[config.mk]
export PLATFORM = sky130hd
export DESIGN_NAME = xps2_rx_fifo
export DESIGN_NICKNAME = d
export VERILOG_FILES = /design/src/rtl/xps2_rx_fifo.sv
export SDC_FILE = /design/constraint.sdc
export NUM_CORES = 1
export LEC_CHECK = 0
export BUFFER_PORTS_ARGS = -buffer_cell sky130_fd_sc_hd__buf_2
export CAP_MARGIN = 20
export CORE_MARGIN = 10
export CORE_UTILIZATION = 57
export DETAILED_ROUTE_END_ITERATION = 10
export GPL_ROUTABILITY_DRIVEN = 0
export HOLD_SLACK_MARGIN = 0.06
export MAX_ROUTING_LAYER = met4
export PLACE_DENSITY = 0.79
export RECOVER_POWER = 25
export SETUP_SLACK_MARGIN = 0.1
export SLEW_MARGIN = 20
export SYNTH_ARGS = -nofsm -noshare
export SYNTH_HDL_FRONTEND = slang
export SYNTH_SLANG_ARGS = --single-unit
export TNS_END_PERCENT = 50
[constraint.sdc]
create_clock -name clk -period 2.6 [get_ports clk]
set_clock_uncertainty 0.05 [all_clocks]
set_input_delay 0 -clock clk [delete_from_list [all_inputs] [get_ports clk]]
set_output_delay 0 -clock clk [all_outputs]
set_load 0.01 [all_outputs]
[src/rtl/xps2_rx_fifo.sv]
// PS/2 device-to-host receiver: pin synchronisers, clock deglitch filter, frame FSM
// with bit-gap timeout, and a first-word-fall-through scan-code FIFO.
module xps2_rx_fifo #(
    parameter int unsigned FIFO_DEPTH     = 8,
    parameter int unsigned SYNC_STAGES    = 2,
    parameter int unsigned FILTER_LEN     = 4,
    parameter int unsigned TIMEOUT_CYCLES = 50000,
    parameter int unsigned CHECK_PARITY   = 1
) (
    input  logic                          clk,
    input  logic                          rst,
    input  logic                          sel,
    input  logic                          ps2_clk,
    input  logic                          ps2_data,
    output logic [8:0]                    data_out,
    output logic                          frame_err,
    output logic                          overflow,
    output logic [$clog2(FIFO_DEPTH):0]   level
);

    localparam int unsigned PTR_W = $clog2(FIFO_DEPTH);
    localparam int unsigned LVL_W = PTR_W + 1;
    localparam int unsigned FLT_W = $clog2(FILTER_LEN + 1);
    localparam int unsigned TO_W  = $clog2(TIMEOUT_CYCLES + 1);

    typedef enum logic [1:0] {
        S_IDLE,
        S_SHIFT,
        S_CHECK
    } state_t;

    // Input path
    logic [SYNC_STAGES-1:0] clk_sync_q, clk_sync_d;
    logic [SYNC_STAGES-1:0] dat_sync_q, dat_sync_d;
    logic                   clk_s, dat_s;
    logic                   fclk_q, fclk_d;
    logic [FLT_W-1:0]       flt_cnt_q, flt_cnt_d;
    logic                   fall_q, fall_d;

    // Frame FSM
    state_t                 state_q, state_d;
    logic [3:0]             bit_cnt_q, bit_cnt_d;
    logic [10:0]            shift_q, shift_d;
    logic [TO_W-1:0]        to_cnt_q, to_cnt_d;
    logic                   frame_err_q, frame_err_d;
    logic                   push_q, push_d;
    logic [7:0]             push_byte_q, push_byte_d;
    logic                   frame_ok;

    // FIFO
    logic [7:0]             mem_q [FIFO_DEPTH];
    logic [PTR_W-1:0]       wr_ptr_q, wr_ptr_d;
    logic [PTR_W-1:0]       rd_ptr_q, rd_ptr_d;
    logic [LVL_W-1:0]       count_q, count_d;
    logic                   ovf_q, ovf_d;
    logic                   fifo_full, do_push, do_pop;

    assign clk_s = clk_sync_q[SYNC_STAGES-1];
    assign dat_s = dat_sync_q[SYNC_STAGES-1];

    always_comb begin
        clk_sync_d = {clk_sync_q[SYNC_STAGES-2:0], ps2_clk};
        dat_sync_d = {dat_sync_q[SYNC_STAGES-2:0], ps2_data};

        // fclk flips on the FILTER_LEN-th consecutive differing sample
        fclk_d    = fclk_q;
        flt_cnt_d = '0;
        if (clk_s != fclk_q) begin
            if (flt_cnt_q == FLT_W'(FILTER_LEN - 1)) begin
                fclk_d = clk_s;
            end else begin
                flt_cnt_d = flt_cnt_q + 1'b1;
            end
        end
        fall_d = fclk_q & ~fclk_d;
    end

    // shift_q holds {stop, parity, data[7:0], start} once all 11 bits are in
    assign frame_ok = shift_q[10] && !shift_q[0] &&
                      ((CHECK_PARITY == 0) || (^shift_q[9:1]));

    always_comb begin
        state_d     = state_q;
        bit_cnt_d   = bit_cnt_q;
        shift_d     = shift_q;
        to_cnt_d    = to_cnt_q;
        frame_err_d = 1'b0;
        push_d      = 1'b0;
        push_byte_d = push_byte_q;

        case (state_q)
            S_IDLE: begin
                to_cnt_d = '0;
                if (fall_q) begin
                    if (!dat_s) begin
                        state_d   = S_SHIFT;
                        bit_cnt_d = 4'd1;
                        shift_d   = {dat_s, 10'b0};
                    end else begin
                        frame_err_d = 1'b1;
                    end
                end
            end
            S_SHIFT: begin
                if (fall_q) begin
                    shift_d   = {dat_s, shift_q[10:1]};
                    bit_cnt_d = bit_cnt_q + 4'd1;
                    to_cnt_d  = '0;
                    if (bit_cnt_q == 4'd10) begin
                        state_d = S_CHECK;
                    end
                end else if (to_cnt_q == TO_W'(TIMEOUT_CYCLES)) begin
                    state_d     = S_IDLE;
                    bit_cnt_d   = '0;
                    to_cnt_d    = '0;
                    frame_err_d = 1'b1;
                end else begin
                    to_cnt_d = to_cnt_q + 1'b1;
                end
            end
            S_CHECK: begin
                state_d   = S_IDLE;
                bit_cnt_d = '0;
                if (frame_ok) begin
                    push_d      = 1'b1;
                    push_byte_d = shift_q[8:1];
                end else begin
                    frame_err_d = 1'b1;
                end
            end
            default: begin
                state_d   = S_IDLE;
                bit_cnt_d = '0;
            end
        endcase
    end

    // A pop in the same cycle frees the slot, so a push into a full FIFO still lands
    assign do_pop    = sel && (count_q != '0);
    assign fifo_full = (count_q == LVL_W'(FIFO_DEPTH));
    assign do_push   = push_q && (!fifo_full || do_pop);

    always_comb begin
        wr_ptr_d = do_push ? wr_ptr_q + 1'b1 : wr_ptr_q;
        rd_ptr_d = do_pop  ? rd_ptr_q + 1'b1 : rd_ptr_q;
        count_d  = count_q;
        case ({do_push, do_pop})
            2'b10:   count_d = count_q + 1'b1;
            2'b01:   count_d = count_q - 1'b1;
            default: count_d = count_q;
        endcase
        ovf_d = ovf_q | (push_q & fifo_full & ~do_pop);
    end

    always_ff @(posedge clk) begin
        if (rst) begin
            clk_sync_q  <= '1;
            dat_sync_q  <= '1;
            fclk_q      <= 1'b1;
            flt_cnt_q   <= '0;
            fall_q      <= 1'b0;
            state_q     <= S_IDLE;
            bit_cnt_q   <= '0;
            shift_q     <= '0;
            to_cnt_q    <= '0;
            frame_err_q <= 1'b0;
            push_q      <= 1'b0;
            push_byte_q <= '0;
            wr_ptr_q    <= '0;
            rd_ptr_q    <= '0;
            count_q     <= '0;
            ovf_q       <= 1'b0;
        end else begin
            clk_sync_q  <= clk_sync_d;
            dat_sync_q  <= dat_sync_d;
            fclk_q      <= fclk_d;
            flt_cnt_q   <= flt_cnt_d;
            fall_q      <= fall_d;
            state_q     <= state_d;
            bit_cnt_q   <= bit_cnt_d;
            shift_q     <= shift_d;
            to_cnt_q    <= to_cnt_d;
            frame_err_q <= frame_err_d;
            push_q      <= push_d;
            push_byte_q <= push_byte_d;
            wr_ptr_q    <= wr_ptr_d;
            rd_ptr_q    <= rd_ptr_d;
            count_q     <= count_d;
            ovf_q       <= ovf_d;
        end
    end

    always_ff @(posedge clk) begin
        if (do_push) begin
            mem_q[wr_ptr_q] <= push_byte_q;
        end
    end

    assign data_out  = (count_q != '0) ? {1'b1, mem_q[rd_ptr_q]} : '0;
    assign frame_err = frame_err_q;
    assign overflow  = ovf_q;
    assign level     = count_q;

endmodule

## Word-level counts from Yosys, hierarchy flattened

Memories as Yosys holds them, arrays and structs flattened. A register that Yosys moved wholly into a read port is not among the register bits.
Index checks and enable logic that the tools add are counted.

- Bitwise gates (word level): 8
- Multipliers: 0
- Add/sub/neg operators: 7
- Order comparisons: 0
- Shift-type cells: 0
- Multiplexer cells: 33
- Reductions and logical operators: 18
- Div/mod/pow operators: 0
- Equality and inequality tests: 14

Operators with widths:

| kind | number |
|---|---|
| 2-to-1 mux 11 bit | 3 |
| 2-to-1 mux 16 bit | 2 |
| one-hot mux 16 bit (2 select lines) | 1 |
| one-hot mux 11 bit (2 select lines) | 1 |
| adder 16 x 1 -> 16 bit (second input constant) | 1 |
| == test 16 bit (second input constant) | 1 |
| 2-to-1 mux 4 bit | 4 |
| one-hot mux 4 bit (2 select lines) | 2 |
| 2-to-1 mux 1 bit | 10 |
| 2-to-1 mux 2 bit | 5 |
| adder 3 x 1 -> 3 bit (second input constant) | 3 |
| 2-to-1 mux 9 bit | 1 |
| XOR reduction 9 bit | 1 |
| adder 4 x 1 -> 4 bit (second input constant) | 2 |
| == test 4 bit (second input constant) | 2 |
| AND reduction 4 bit | 2 |
| 2-to-1 mux 3 bit | 2 |
| inequality test 2 bit (second input constant) | 3 |
| inequality test 3 bit (second input constant) | 2 |
| == test 2 x 1 -> 1 bit (second input constant) | 2 |
| == test 2 bit (second input constant) | 2 |
| logical AND 1 bit | 4 |
| inverter 1 bit | 4 |
| one-hot mux 2 bit (2 select lines) | 1 |
| 15 further kinds | 19 |

- Logic and storage cells: 97
- Output and inout port bits: 15
- RAM bits: 64
- Memory bits (read-only): 0
- Register bits: 63
- Bits in latches: 0
- Input port bits: 5
- Memories kept: 1

Memories:

| name | depth | width | read ports | clocked after Yosys merged registers in | write ports | RTL line | source |
|---|---|---|---|---|---|---|---|
| mem_q | 8 | 8 | 1 | 1 | 1 | 51 | `logic [7:0] mem_q [FIFO_DEPTH];` |

## Longest topological paths before layout

- Depth in word-level cells: 6
- Mapped depth: 9
- Depth with buffers taken out: 8

## Worst setup path after synthesis

OpenSTA, ideal clock, no wires.

- Path type: register to register
- From: reg count_q[1], in the netlist level[1]
- To: mem mem_q[0][0], enable pin
- Path buffers: 1
- Path slack: 0.220 ns
- Cell stages (with the launch flop): 6
- Arrival: 1.947 ns
- Data required time: 2.167 ns
- Period minus slack after synthesis: 2.380 ns
- Setup time: 0.383 ns
- Path through: dfxtp_1 > clkbuf_1 > nor3_1 > a31oi_1 > nand2b_1 > nor3_1

- Cells in the longest elaborated chain, start to end: 6
- Elaborated cells between the ends (all ways): 8
- Classes of those cells: eq/ne: 1; mux: 2; reduce/logical: 5

RTL lines:

| what | RTL line | source |
|---|---|---|
| from (decl) | 54 | `logic [LVL_W-1:0] count_q, count_d;` |
| from (signal assigned) | 188 | `count_q <= count_d;` |
| == test 4 bit or nonzero test 4 bit (tied branches) | 140, 139 |  |
| zero test 1 bit or logical AND 1 bit (tied branches) | 141, 139 |  |
| logical OR 1 bit * | 141 | `assign do_push = push_q && (!fifo_full \|\| do_pop);` |
| logical AND 1 bit * | 141 |  |
| 2-to-1 mux 1 bit * | 194 | `if (do_push) begin` |
| 2-to-1 mux 1 bit (implied by the code) * | 195 | `mem_q[wr_ptr_q] <= push_byte_q;` |
| to (decl) | 51 |  |

Mark *: on every way between the ends. The rest lies on a longest branch, timed or not.

## Worst setup path in the final report

- From: reg shift_q[4]
- To: reg push_byte_q[6]

- Cells in the longest elaborated chain, start to end: 3

RTL lines:

| what | RTL line | source |
|---|---|---|
| from (decl) | 43 | `logic [10:0] shift_q, shift_d;` |
| from (signal assigned) | 181 | `shift_q <= shift_d;` |
| XOR reduction 9 bit | 80 | `((CHECK_PARITY == 0) \|\| (^shift_q[9:1]));` |
| logical AND 1 bit | 79 | `assign frame_ok = shift_q[10] && !shift_q[0] &&` |
| AND reduction 2 bit (no source line) | -- |  |
| to (signal assigned) | 185 | `push_byte_q <= push_byte_d;` |
| to (decl) | 47 | `logic [7:0] push_byte_q, push_byte_d;` |

Every way passes these cells.
A chain may end at the register's enable or synchronous reset.

==> impl_metrics.toml <==
[outcome]
status = "completed"

[timing]
relSlewSlack = 0.498
fin_crit_ns = 2.24
fin_crit_sh = 0.863
grt_setup_unrepaired = "no"
finalSetupTns_ns = 0
fmax_ghz = 0.446
hold_viol = 0
worst_slack_ns = 0.355
tightest_slew_ns = 0.751
setup_viol = 0
slew_viol_final = 0

[yosys]
synth_cells = 455
synth_fp_nets = 469
syn_avg_cell_area_um2 = 12.0
postSynth.asyncResetShare = 0
ys_warn_count = 0
yosys-top-cells-area = "edfxtp_1 (35%), dfxtp_1 (24%), mux4_2 (6.6%), nor2_1 (4.0%), mux2i_1 (3.5%)"
synth-edff-count = 64
syn_area_um2 = 5460
ys_seq_area_frac = 0.594
synth_top_cell_area_share = 0.352
synth_seq_cells = 130
yosysUniqueCellTypes = 51
synth_ff_type = "dfxtp_1"
synth_area_leader_cell = "edfxtp_1"

[floorplan]
die_y_um = 118
rows = 35
core-area_um2 = 9280
die_area_um2 = 13900
die_x_um = 118
io_pins = 20
initial_core_util = 0.588

[worst_setup_path]
cp_slowest_stage_delay_ns = 0.54
reg2reg_to = "push_byte_q[6]"
critPathMaxFanout = 9
ff2ff_setup_slack_ns = 0.36
reg2reg_from = "shift_q[4]"
end_kind = "flip-flop"
worst_ep_required_time_ns = 2.92
crit_chain = "xnor3_1 -> or4b_4 -> mux2i_4 -> mux2i_1 -> nor2_1"
cp.buffers_inverters = 0
setup.worst_path.class = "reg2reg"
worstPathArrival_ns = 2.56
r2r_cells = 5
cp_slowest_cell = "or4b_4"
crit_family = "multiplexers"
cp-start-kind = "flip-flop"

[route]
routed_wl_um = 10200
routedWlPerCell_um = 16.1
antenna_left = 0
vias = 3592
post_drt_via_cell_ratio = 5.67
drc = 0
dr.first_iter.drc_count = 214
detail_route.first_pass.iterations = 5

[place]
portBuffers = 19
dp_cells = 597
placed_area_um2 = 5760
dp_hpwl_um = 6610
place_ws_ns = 0.351

[finish]
design_area_um2 = 6420
synthToLayoutAreaGrowth_pct = 17.6
drive_above_1_share = 0.190
fin_nets = 506
antenna_cells = 0
stdcell_count = 634

[run]
maxCapViolations = 0

[cts]
cts_tree = "built"
cts_buffers = 17
cts.repair.resized = 0
htree_levels = 4
cts_sinks = 130
clkLatencyLatePin_ns = 0.50
clk_pin_slew_ns = 0.06
root_buffer = "clkbuf_8"
clock_path_buffers = 2

[global_route]
grt_pass1_wl_um = 17000
grt_pass1_vias = 3558
grt_usage = 0.153
grt_max_degree = 41
antenna_found_initial = 0
overflow = 0

[worst_hold_path]
min_from = "ps2_clk"
whs_endpoint = "clk_sync_q[0]"
hold-path-cell-count = 3
hp-class = "in2reg"

[power]
peakVddDrop_uv = 523
power_density_nw_per_um2 = 737
leakage_uw = 0.00231
-- power breakdown --
part	leakage, uW	switching, uW	internal [uW]
Sequential	0.00113	14.7	2140
Clock	0.000296	865	1500
Combinational	0.000884	110	99.3
-- cells by family after synthesis --
| group | Yosys count | share of synthesized area |
|---|---|---|
| compound gates | 67 | 0.0784 |
| xor+xnor | 12 | 0.0243 |
| fa+ha+maj | 9 | 0.0206 |
| buf+inv | 40 | 0.0280 |
| flops | 130 | 0.594 |
| mux | 36 | 0.105 |
| simple gates | 161 | 0.149 |
-- repair_timing --
action,4_1_cts,5_1_grt
hold buffers,5,0
setup buffers,0,0
endpoints found under the setup margin,0,0
hold endpoints to repair,34,0
-- routing by layer --
metal | track usage | wire, um | up-vias
li1 | - | - | 1768
met1 | 0.173 | 4440 | 1757
met2 | 0.254 | 5280 | 65
met3 | 0.0460 | 423 | 2
met4 | 0.0464 | 42 | 0
met5 | - | 0 | -
-- tightest hold or removal path: stages --
cell           delay, ns
dlygate4sd3_1       0.53
buf_2               0.09
or2_2               0.08
-- sequential cells by signal, summed over array words and instances, names as in the netlist, 2 cells and up, named ones only --
| signal | cells |
|---|---|
| mem_q | 64 |
| to_cnt_q | 16 |
| shift_q | 11 |
| push_byte_q | 8 |
| bit_cnt_q | 4 |
| level | 4 |
| flt_cnt_q | 3 |
| rd_ptr_q | 3 |
| wr_ptr_q | 3 |
| clk_sync_q | 2 |
| dat_sync_q | 2 |
| state_q | 2 |
-- layout make-up --
type,instances,area [um^2]
flip-flops and latches,130,3240
fillers,672,2870
multi-input cells,285,2070
clock buffers,18,428
repair buffers,42,280
clock inverters,14,178
well taps,129,161
inverters,16,60.1
-- through the flow --
stage | hold WS [ns] | util | total power, uW
after floorplan | 0.0538 | - | 2340
after global placement | 0.135 | 0.621 | 2400
after detailed placement | 0.137 | 0.621 | 2410
after CTS | 0.135 | 0.691 | 4780
after global routing | 0.172 | 0.691 | 4890
final | 0.178 | 0.691 | 4730
-- cell usage after synthesis (all sizes together), types with 5 or more instances --
cell type / number
a311oi: 8
edfxtp: 64
nand2b: 6
clkbuf: 20
a21oi: 29
nor3: 14
or2: 5
dfxtp: 66
ha: 9
mux2i: 20
mux4: 16
nand2: 23
inv: 15
a31oi: 7
xor2: 6
nor2: 58
o21ai: 8
and3: 14
nand3: 9
-- worst max path at each step --
stage | startpoint | to | slack (ns) | depth (start not counted)
finish | shift_q[4] | push_byte_q[6] | 0.36 | 5
global route | to_cnt_q[0] | to_cnt_q[12] | 0.20 | 8
CTS | shift_q[4] | push_byte_q[6] | 0.36 | 5
detailed placement | shift_q[4] | push_byte_q[6] | 0.35 | 5
global placement | shift_q[4] | push_byte_q[2] | 0.42 | 5
floorplan | level[1] | mem_q[0][0] | 0.22 | 5
-- placed cells by master (no fill, tap or decap), types with 9 or more instances in the layout --
cell | synthesis | final
ha_1 | 9 | 9
mux4_2 | 16 | 16
nand2_1 | 23 | 23
nand3_1 | 9 | 9
edfxtp_1 | 64 | 64
nor3_1 | 14 | 14
and3_1 | 13 | 13
inv_1 | 15 | 15
nor2_1 | 58 | 58
a21oi_1 | 29 | 29
mux2i_1 | 19 | 19
dfxtp_1 | 66 | 66
buf_4 | 0 | 18
clkbuf_16 | 0 | 16
buf_2 | 2 | 19
Note: power is estimated with default switching activity, not from simulation.
